==> config.mk <==
export PLATFORM = sky130hd
export DESIGN_NAME = cache_control
export DESIGN_NICKNAME = d
export VERILOG_FILES = /design/src/rtl/cache_control.sv
export SDC_FILE = /design/constraint.sdc
export NUM_CORES = 1
export LEC_CHECK = 0
export CORE_MARGIN = 2
export CORE_UTILIZATION = 51
export CTS_CLUSTER_SIZE = 20
export DETAILED_ROUTE_END_ITERATION = 12
export HOLD_SLACK_MARGIN = 0.03
export PLACE_DENSITY = 0.8
export SYNTH_ARGS = -nofsm -noshare
export SYNTH_HDL_FRONTEND = slang
export SYNTH_SLANG_ARGS = --single-unit
==> constraint.sdc <==
create_clock -name clk -period 2.8 [get_ports clk]
set_input_delay 0.84 -clock clk [delete_from_list [all_inputs] [get_ports clk]]
set_output_delay 0.84 -clock clk [all_outputs]
set_load 0.01 [all_outputs]
==> src/rtl/cache_control.sv <==
// cache_control: sequencing FSM for a 2-way set-associative L1 cache.
// It services hits with zero added latency. On a miss it writes back a dirty
// victim when needed, then allocates and refills the line, and the CPU access
// is retried in S_CHECK. Saturating hit/miss/writeback counters are kept for
// performance analysis.
module cache_control #(
  parameter int CNT_WIDTH = 16
) (
  input  logic                 clk,
  input  logic                 rst,
  // CPU memory port
  input  logic                 mem_read,
  input  logic                 mem_write,
  output logic                 mem_resp,
  // datapath status
  input  logic                 hit,
  input  logic                 dirty,
  input  logic                 replace,
  // physical memory port
  input  logic                 pmem_resp,
  output logic                 pmem_read,
  output logic                 pmem_write,
  // datapath control
  output logic                 pmem_we,
  output logic                 pmarmux_sel,
  output logic                 datamux_sel,
  output logic                 load_addr,
  // performance counters
  output logic [CNT_WIDTH-1:0] hit_count,
  output logic [CNT_WIDTH-1:0] miss_count,
  output logic [CNT_WIDTH-1:0] wb_count
);

  typedef enum logic [1:0] {
    S_CHECK,
    S_WRITEBACK,
    S_ALLOC,
    S_REFILL
  } state_e;

  localparam logic [CNT_WIDTH-1:0] CNT_MAX = '1;
  localparam logic [CNT_WIDTH-1:0] CNT_ONE = CNT_WIDTH'(1);

  state_e               state_q, state_d;
  logic                 refill_q, refill_d;   // the current CHECK is the retry after a fill
  logic [CNT_WIDTH-1:0] hit_cnt_q, hit_cnt_d;
  logic [CNT_WIDTH-1:0] miss_cnt_q, miss_cnt_d;
  logic [CNT_WIDTH-1:0] wb_cnt_q, wb_cnt_d;

  logic request;
  logic inc_hit, inc_miss, inc_wb;

  // A simultaneous read and write is handled as a write; the control
  // sequence is identical, so only the presence of a request matters here.
  assign request = mem_read | mem_write;

  // Next-state and control outputs; rst forces every output low.
  always_comb begin
    // NOTE: every signal gets a default before the case so that no path
    // leaves it unassigned, which would otherwise infer a latch.
    state_d     = state_q;
    refill_d    = refill_q;
    inc_hit     = 1'b0;
    inc_miss    = 1'b0;
    inc_wb      = 1'b0;
    mem_resp    = 1'b0;
    pmem_read   = 1'b0;
    pmem_write  = 1'b0;
    pmem_we     = 1'b0;
    pmarmux_sel = 1'b0;
    datamux_sel = 1'b1;
    load_addr   = 1'b0;

    unique case (state_q)
      S_CHECK: begin
        refill_d = 1'b0;
        if (request) begin
          if (hit) begin
            mem_resp = 1'b1;
            inc_hit  = ~refill_q;   // retries after a fill are not first-access hits
          end else begin
            load_addr = 1'b1;
            inc_miss  = 1'b1;
            if (replace && dirty) begin
              pmarmux_sel = 1'b1;   // victim address goes out first
              state_d     = S_WRITEBACK;
            end else begin
              state_d = S_ALLOC;
            end
          end
        end
      end

      S_WRITEBACK: begin
        pmem_write  = 1'b1;
        pmarmux_sel = 1'b1;
        if (pmem_resp) begin
          inc_wb      = 1'b1;
          load_addr   = 1'b1;
          pmarmux_sel = 1'b0;       // switch the address register to the request line
          state_d     = S_ALLOC;
        end
      end

      S_ALLOC: begin
        pmem_read   = 1'b1;
        datamux_sel = 1'b0;
        if (pmem_resp) begin
          pmem_we = 1'b1;
          state_d = S_REFILL;
        end
      end

      S_REFILL: begin
        refill_d = 1'b1;
        state_d  = S_CHECK;
      end

      default: state_d = S_CHECK;
    endcase

    if (rst) begin
      mem_resp    = 1'b0;
      pmem_read   = 1'b0;
      pmem_write  = 1'b0;
      pmem_we     = 1'b0;
      pmarmux_sel = 1'b0;
      datamux_sel = 1'b0;
      load_addr   = 1'b0;
    end
  end

  // Saturating counter next values; at most one inc_* is high per cycle.
  always_comb begin
    hit_cnt_d  = (inc_hit  && hit_cnt_q  != CNT_MAX) ? hit_cnt_q  + CNT_ONE : hit_cnt_q;
    miss_cnt_d = (inc_miss && miss_cnt_q != CNT_MAX) ? miss_cnt_q + CNT_ONE : miss_cnt_q;
    wb_cnt_d   = (inc_wb   && wb_cnt_q   != CNT_MAX) ? wb_cnt_q   + CNT_ONE : wb_cnt_q;
  end

  // State, retry flag and counter registers with synchronous reset.
  always_ff @(posedge clk) begin
    // NOTE: sequential state uses non-blocking assignments so every register
    // samples the pre-edge values regardless of statement order.
    if (rst) begin
      state_q    <= S_CHECK;
      refill_q   <= 1'b0;
      hit_cnt_q  <= '0;
      miss_cnt_q <= '0;
      wb_cnt_q   <= '0;
    end else begin
      state_q    <= state_d;
      refill_q   <= refill_d;
      hit_cnt_q  <= hit_cnt_d;
      miss_cnt_q <= miss_cnt_d;
      wb_cnt_q   <= wb_cnt_d;
    end
  end

  assign hit_count  = rst ? '0 : hit_cnt_q;
  assign miss_count = rst ? '0 : miss_cnt_q;
  assign wb_count   = rst ? '0 : wb_cnt_q;

endmodule

* Word level (Yosys, flattened, before mapping)
Index checks and enable logic that the tools add are counted.
** Storage, ports and cells
- Bits in writable memories :: 0
- Output and inout port bits :: 55
- Bits in latches :: 0
- Bits in read-only memories :: 0
- Memories :: 0
- Bits in registers :: 51
- Input port bits :: 8
- Word-level logic and storage cells :: 65
** Operators by class
- Div/mod/pow operators :: 0
- Muxes and demuxes :: 38
- Magnitude comparators :: 0
- Bitwise logic cells :: 2
- $add $sub $neg :: 3
- Reductions and logical operators :: 7
- Shift operators :: 0
- Multipliers :: 0
- Eq/ne operators :: 10
** Operator list (count)
- $add A16 B1 Y16 const B :: 3
- $mux W16 :: 3
- $ne A16 B16 Y1 const B :: 3
- $mux W1 :: 26
- $mux W2 :: 5
- $ne A2 B2 Y1 const B :: 4
- $pmux W2 S4 :: 1
- $pmux W1 S2 :: 3
- $eq A2 B2 Y1 const B :: 2
- $logic_and A1 B1 Y1 :: 4
- $reduce_and A4 Y1 :: 1
- $eq A2 B1 Y1 const B :: 1
- $logic_not A2 Y1 :: 1
- $reduce_bool A2 Y1 :: 1
- $not A1 Y1 :: 1
- $or A1 B1 Y1 :: 1

* Depth between registers and ports, before layout
Gate-level depths: netlist of the first run.
- Word-level depth :: 6
- Gate-level depth with buffers :: 8
- Depth with buffers taken out :: 6

* Worst setup path after synthesis of the first run
No wires, ideal clock.
- Path type :: input-to-output
- Start point :: input rst
- End point :: output mem_resp
- Path buffers :: 3
- Stages on the path :: 4
- Setup slack :: 154 ps
- Data arrival time :: 1806 ps
- Required time :: 1960 ps
- Cells stage by stage :: clkbuf_1 buf_1 clkbuf_1 nor2_1
** On the way
- Word-level cells in the longest chain between the ends :: 1
** Ends and longest elaborated chain
- start: declaration :: line 10 : input logic rst,
- $mux W1 :: line 122 : if (rst) begin
- end: declaration :: line 14 : output logic mem_resp,
No other way between the ends.

* Worst setup path after layout of the first run
- Start point :: input rst
- End point :: output wb_count[11]
** On the way
- Word-level cells in the longest chain between the ends :: 1
** Ends and longest elaborated chain
- $mux W16 :: line 161 : assign wb_count = rst ? '0 : wb_cnt_q;
- end: declaration :: line 31 : output logic [CNT_WIDTH-1:0] wb_count
No other way between the ends.

==> results of run 1 <==
[critical path: stages]
cell and delay [ns]:
buf_2 0.15, buf_12 0.18, nor2b_1 0.17, clkdlybuf4s50_1 0.56
[power groups by stage]
stage	Sequential (mW)	Combinational, mW	Clock [mW]
floorplan	0.797	0.290	0
global placement	0.804	0.416	0
detailed placement	0.807	0.430	0
CTS	0.790	0.427	0.445
global route	0.797	0.472	0.476
finish	0.791	0.427	0.434
[registers in the layout, summed over array words and instances, names as in the netlist]
signal,count
miss_cnt_q,16
hit_cnt_q,16
refill_q,1
state_q,2
wb_cnt_q,16
[how the worst max path moves through the flow]
stage / startpoint / endpoint / slack, ns / cells past startpoint
detailed placement: hit / pmarmux_sel / -0.39 / 5
global route: rst / miss_count[3] / 0.003 / 4
global placement: hit / pmarmux_sel / -0.36 / 5
floorplan: rst / mem_resp / 0.15 / 4
CTS: rst / miss_count[11] / 0.007 / 4
finish: rst / wb_count[11] / 0.04 / 4
[per-layer routing]
metal	GRT usage (%)	share of wire [%]
met1	28.9	45
met3	4.22	4.9
met5	0	0
met2	35.0	48
met4	8.31	1.8
[kinds of logic after synthesis]
family                   count (synthesis)  share of synthesized area [%]
multiplexers                            29                           10.7
AO/OA/AOI/OAI                           44                           9.38
XOR/XNOR                                 1                          0.289
flip-flops                              51                           33.7
AND/OR/NAND/NOR                        211                           39.1
adder cells (fa/ha/maj)                  7                           2.89
buffers and inverters                   26                           3.80
[through the flow]
| stage | hold slack (ns) | cells | util, % | power [mW] | area [um2] |
|---|---|---|---|---|---|
| after floorplan | 0.433 | 369 | - | 1.09 | 3030 |
| after global placement | 0.455 | 506 | 65.7 | 1.22 | 3820 |
| after detailed placement | 0.452 | 506 | 65.7 | 1.24 | 3820 |
| after CTS | 0.477 | 514 | 67.3 | 1.66 | 3920 |
| after global routing | 0.487 | 514 | 68.1 | 1.74 | 3960 |
| final | 0.477 | 514 | 68.1 | 1.65 | 3960 |
[cells in the mapped netlist]
| cell type | count |
|---|---|
| dfxtp_1 | 51 |
| nor2b_1 | 47 |
| nor2_1 | 40 |
| mux2_2 | 28 |
| nand3_1 | 21 |
| nor3_1 | 18 |
| a21oi_1 | 16 |
| nand2_1 | 16 |
| nand4_1 | 14 |
| clkbuf_1 | 12 |
| nor4_1 | 11 |
| o21ai_0 | 10 |
| inv_1 | 8 |
| ha_1 | 7 |
| or4_1 | 7 |
| and3_1 | 6 |
| and4_1 | 5 |
| nor3b_1 | 5 |
| nor4b_1 | 5 |
| or3_1 | 5 |
| and2_1 | 4 |
| o31ai_1 | 4 |
| o41ai_1 | 3 |
| a211oi_1 | 2 |
| buf_1 | 2 |
| buf_2 | 2 |
| buf_6 | 2 |
| nand2b_1 | 2 |
| a311oi_1 | 1 |
| and2_2 | 1 |
| mux2i_1 | 1 |
| nand3b_1 | 1 |
| nor4_2 | 1 |
| o2111ai_1 | 1 |
| o211ai_1 | 1 |
| o211ai_2 | 1 |
| o21ba_2 | 1 |
| o21bai_1 | 1 |
| o22a_1 | 1 |
| o31a_1 | 1 |
| o31a_2 | 1 |
| or2_2 | 1 |
| or3_4 | 1 |
| xor2_1 | 1 |
[cell type report]
| type | count | area (um2) | share of cell area (%) |
|---|---|---|---|
| Multi-Input combinational cell | 292 | 1910 | 48.3 |
| Inverter | 8 | 30.0 | 0.758 |
| Tap cell | 75 | 93.8 | 2.37 |
| Clock inverter | 1 | 5.00 | 0.126 |
| Clock buffer | 6 | 82.6 | 2.08 |
| Timing Repair Buffer | 81 | 816 | 20.6 |
| Sequential cell | 51 | 1020 | 25.8 |
[repair_timing]
action | in CTS | in global routing
endpoints found under the setup margin | 5 | 20
resized for setup | 13 | 22
endpoints found under the hold margin | 0 | 0
buffers inserted | 1 | 0
==> results.cfg, run 1 <==
[power_and_ir_drop]
power_switching_share_pct = 30.4
p_seq_share_pct = 47.9
p_switching_mw = 0.502
p_leak_nw = 1.68
power_density_nw_per_um2 = 417
clkPwrFrac_pct = 26.3
cell_internal_pwr_mw = 1.15
vdd_drop_max_mv = 0.277
pwr-share-comb_pct = 25.8

[sta]
final.setup.tns_ns = 0
worst_pin_slew_ns = 0.707
layout_setup_ws_ns = 0.0393
rsz0062_at_grt = no
maxSlewHeadroom_pct = 52.5
hold_violations = 0
min_period_over_period_pct = 98.6
finClkSkew_ns = 0.00638
drv_slew = 0
fin_crit_ns = 2.76
setup_viol = 0
fmax_mhz = 362

[routing]
num_vias = 2938
ant_nets = 0
first_pass_iters = 4
avgRoutedWirePerCell_um = 13.5
wirelength_um = 6960
routed_via_density = 5.72
drt_iter0_markers = 208
drc = 0

[finish]
area_growth_pct = 30.9
antenna_cells = 0
drive_gt1_share_pct = 16.2
mostFrequentLayoutCell = dfxtp_1
nets = 454
fillers = 500
final_cell_mix = 51 x dfxtp_1, 42 x nor2b_1, 41 x clkdlybuf4s50_1

[logic_synthesis]
synth_cell_types = 44
synth_nets = 384
yosysSeqAreaShare_pct = 33.7
netlist_area_um2 = 3030
ys_warn_count = 0
synth.top_cell.area_share_pct = 33.7
synthTopCellsByArea = dfxtp_1 34%, mux2_2 10%, nor2b_1 9.7%, nor2_1 5.0%, nand3_1 3.5%
synth_cells = 369
yosysTopAreaCell = dfxtp_1
synth-seq-cells = 51
avgSynthCellArea_um2 = 8.20

[floorplan]
die_area_um2 = 6570
dieHeight_um = 81.0
ioPinCount = 63
rows = 28
initial_core_util_pct = 52.0
die_w_um = 81.0
coreArea_um2 = 5820

[placed_design]
place_hpwl_um = 5110
routabilityCongestion = 0.883
port_buffers = 62
pre_cts_ws_ns = -0.387

[setup_path]
cp.arrival_ns = 1.92
endpoint_kind = output port
reg2reg_depth = 7
path_class = in -> out
r2r-start = state_q[0]
worstReg2RegEnd = hit_cnt_q[14]
critical_path_required_ns = 1.96
startpoint_type = input pin
reg2reg_slack_ns = 0.41
path_max_fanout = 45

[min_path]
hp-start = hit_cnt_q[15]
min_to = hit_cnt_q[15]
min_path_type = reg -> reg
min_path_cells = 1

[global_route]
overflow = 0
grt_first_pass_wirelength_um = 11400
grt_start_max_net_pins = 46
antenna_found_initial = 0
grt_pass1_vias = 2507
grt_use_total_pct = 21.8

[run]
cap_viol_max_count = 0

[clock_network]
hold_buffers = 0
h-tree-depth = 2
root_buffer = clkbuf_8
clkLatencyLatePin_ns = 0.31
cts_buffer_depth = 2
path_clk_slew_ns = 0.09
cts_sinks = 51
cts_tree = yes
cts_buffers = 5

[status]
run_status = finished, final reports clean
(Power assumes the default switching activity.)
==> run 2: changes to the inputs <==
--- a/config.mk
+++ b/config.mk
@@ -5,12 +5,14 @@
 export SDC_FILE = /design/constraint.sdc
 export NUM_CORES = 1
 export LEC_CHECK = 0
+export CELL_PAD_IN_SITES_DETAIL_PLACEMENT = 2
+export CELL_PAD_IN_SITES_GLOBAL_PLACEMENT = 2
 export CORE_MARGIN = 2
-export CORE_UTILIZATION = 51
+export CORE_UTILIZATION = 30
 export CTS_CLUSTER_SIZE = 20
 export DETAILED_ROUTE_END_ITERATION = 12
 export HOLD_SLACK_MARGIN = 0.03
-export PLACE_DENSITY = 0.8
+export PLACE_DENSITY_LB_ADDON = 0.1
 export SYNTH_ARGS = -nofsm -noshare
 export SYNTH_HDL_FRONTEND = slang
 export SYNTH_SLANG_ARGS = --single-unit
==> run 2 against run 1 <==
Sequential power is essentially flat. Worst setup slack improved by 0.0024 ns. Largest cell class unchanged. Cell area rose by 2.1%. Sequential share of layout area shrank 0.53 points. Combinational power up 8.7%. Register-to-register slack improved by 0.07 ns. Fmax about the same. Critical endpoint is now wb_count[14]. Non-clock buffer count increased by 5.
==> results.cfg, run 2 (synthesized netlist as in run 1, its figures left out) <==
[status]
run_status = finished, final reports clean

[placed_design]
routabilityCongestion = 0.777
port_buffers = 62
pre_cts_ws_ns = -0.399
placed_area_um2 = 3940
place_hpwl_um = 7310

[floorplan]
die_area_um2 = 10900
ioPinCount = 63
coreArea_um2 = 9770
initial_core_util_pct = 31.0
die_w_um = 104
dieHeight_um = 104
rows = 36

[setup_path]
crit_chain = buf_4, buf_12, nor2b_1, clkdlybuf4s50_1
crit_path_top_delay_cell = clkdlybuf4s50_1
cp.arrival_ns = 1.92
reg2reg_slack_ns = 0.48
max_stage_delay_ns = 0.55
reg2reg_depth = 7
r2r-start = state_q[0]
critical_path_required_ns = 1.96
startpoint_type = input pin
path_max_fanout = 24
worstReg2RegEnd = hit_cnt_q[10]
crit_buf_inv = 3
path_class = in -> out
endpoint_kind = output port
cpLargestDelayFamily = buffers and inverters

[min_path]
min_to = hit_cnt_q[15]
hp-start = hit_cnt_q[15]
min_path_cells = 1
min_path_type = reg -> reg

[routing]
first_pass_iters = 4
drc = 0
avgRoutedWirePerCell_um = 16.5
drt_iter0_markers = 58
wirelength_um = 9500
routed_via_density = 5.28
ant_nets = 0
num_vias = 3046

[finish]
nets = 459
area_growth_pct = 33.7
reg_top3 = hit_cnt_q (16), miss_cnt_q (16), wb_cnt_q (16)
stdcell_area_um2 = 4050
final_cell_mix = 51 x dfxtp_1, 46 x nor2b_1, 39 x nor2_1
mostFrequentLayoutCell = dfxtp_1
drive_gt1_share_pct = 16.4
antenna_cells = 0

[sta]
drv_slew = 0
layout_setup_ws_ns = 0.0417
final.setup.tns_ns = 0
hold_violations = 0
fin_crit_ns = 2.76
min_period_over_period_pct = 98.5
finClkSkew_ns = 0.00432
worst_pin_slew_ns = 0.756
maxSlewHeadroom_pct = 49.2
fmax_mhz = 363
rsz0062_at_grt = no
setup_viol = 0
hold_slack_ns = 0.505

[global_route]
grt_use_total_pct = 17.6
overflow = 0
grt_pass1_vias = 3279
antenna_found_initial = 0
grt_start_max_net_pins = 25
grt_first_pass_wirelength_um = 16200

[power_and_ir_drop]
vdd_drop_max_mv = 0.202
p_leak_nw = 1.76
power_density_nw_per_um2 = 422

[clock_network]
hold_buffers = 0
cts_buffer_depth = 2
path_clk_slew_ns = 0.10
cts_sinks = 51
cts_tree = yes
clkLatencyLatePin_ns = 0.30
cts_buffers = 5
root_buffer = clkbuf_8
h-tree-depth = 2

[run]
cap_viol_max_count = 0
[run 2: worst max-delay path by stage]
stage | start | endpoint | cells past startpoint
final | rst | wb_count[14] | 4
after global routing | rst | wb_count[14] | 4
after CTS | rst | miss_count[13] | 4
after detailed placement | hit | pmarmux_sel | 5
after global placement | hit | pmarmux_sel | 5
after floorplan | rst | mem_resp | 4
[run 2: repair_timing]
| action | CTS | global route |
|---|---|---|
| resized for setup | 31 | 18 |
| endpoints found under the setup margin | 22 | 14 |
| pin swaps | 0 | 2 |
| setup buffers | 1 | 0 |
[run 2: metrics by stage]
step | utilization, % | total power [mW] | cells
detailed placement | 40.3 | 1.28 | 569
finish | 41.4 | 1.71 | 577
CTS | 41.0 | 1.74 | 577
global route | 41.4 | 1.83 | 577
global placement | 40.3 | 1.26 | 569
floorplan | - | 1.09 | 369
[run 2: cell type report]
cell class	instances	area [um2]
sequential	51	1020
tap	133	166
clock buffer	6	82.6
timing repair buffer	86	835
multi-input combinational	292	1910
clock inverter	1	5.00
inverter	8	30.0
fill	1138	5730
[run 2: report_power, final]
group	switching, mW	internal, mW	total (mW)
Clock	0.256	0.195	0.452
Sequential	0.0381	0.755	0.793
Combinational	0.252	0.211	0.464
Total	0.547	1.16	1.71
[run 2: metal layers]
metal	track usage [%]	share of wire, %	vias to the layer above
met5	0	0	-
met4	2.90	0.49	0
met3	2.69	3.2	4
met2	31.8	51	49
met1	22.4	46	1507
li1	-	-	1486
==> run 3: changes to the inputs <==
--- a/config.mk
+++ b/config.mk
@@ -5,6 +5,7 @@
 export SDC_FILE = /design/constraint.sdc
 export NUM_CORES = 1
 export LEC_CHECK = 0
+export CAP_MARGIN = 0
 export CELL_PAD_IN_SITES_DETAIL_PLACEMENT = 2
 export CELL_PAD_IN_SITES_GLOBAL_PLACEMENT = 2
 export CORE_MARGIN = 2
==> results of run 3 <==
Same layout as run 2: the final DEF is identical, and so are final timing and power.
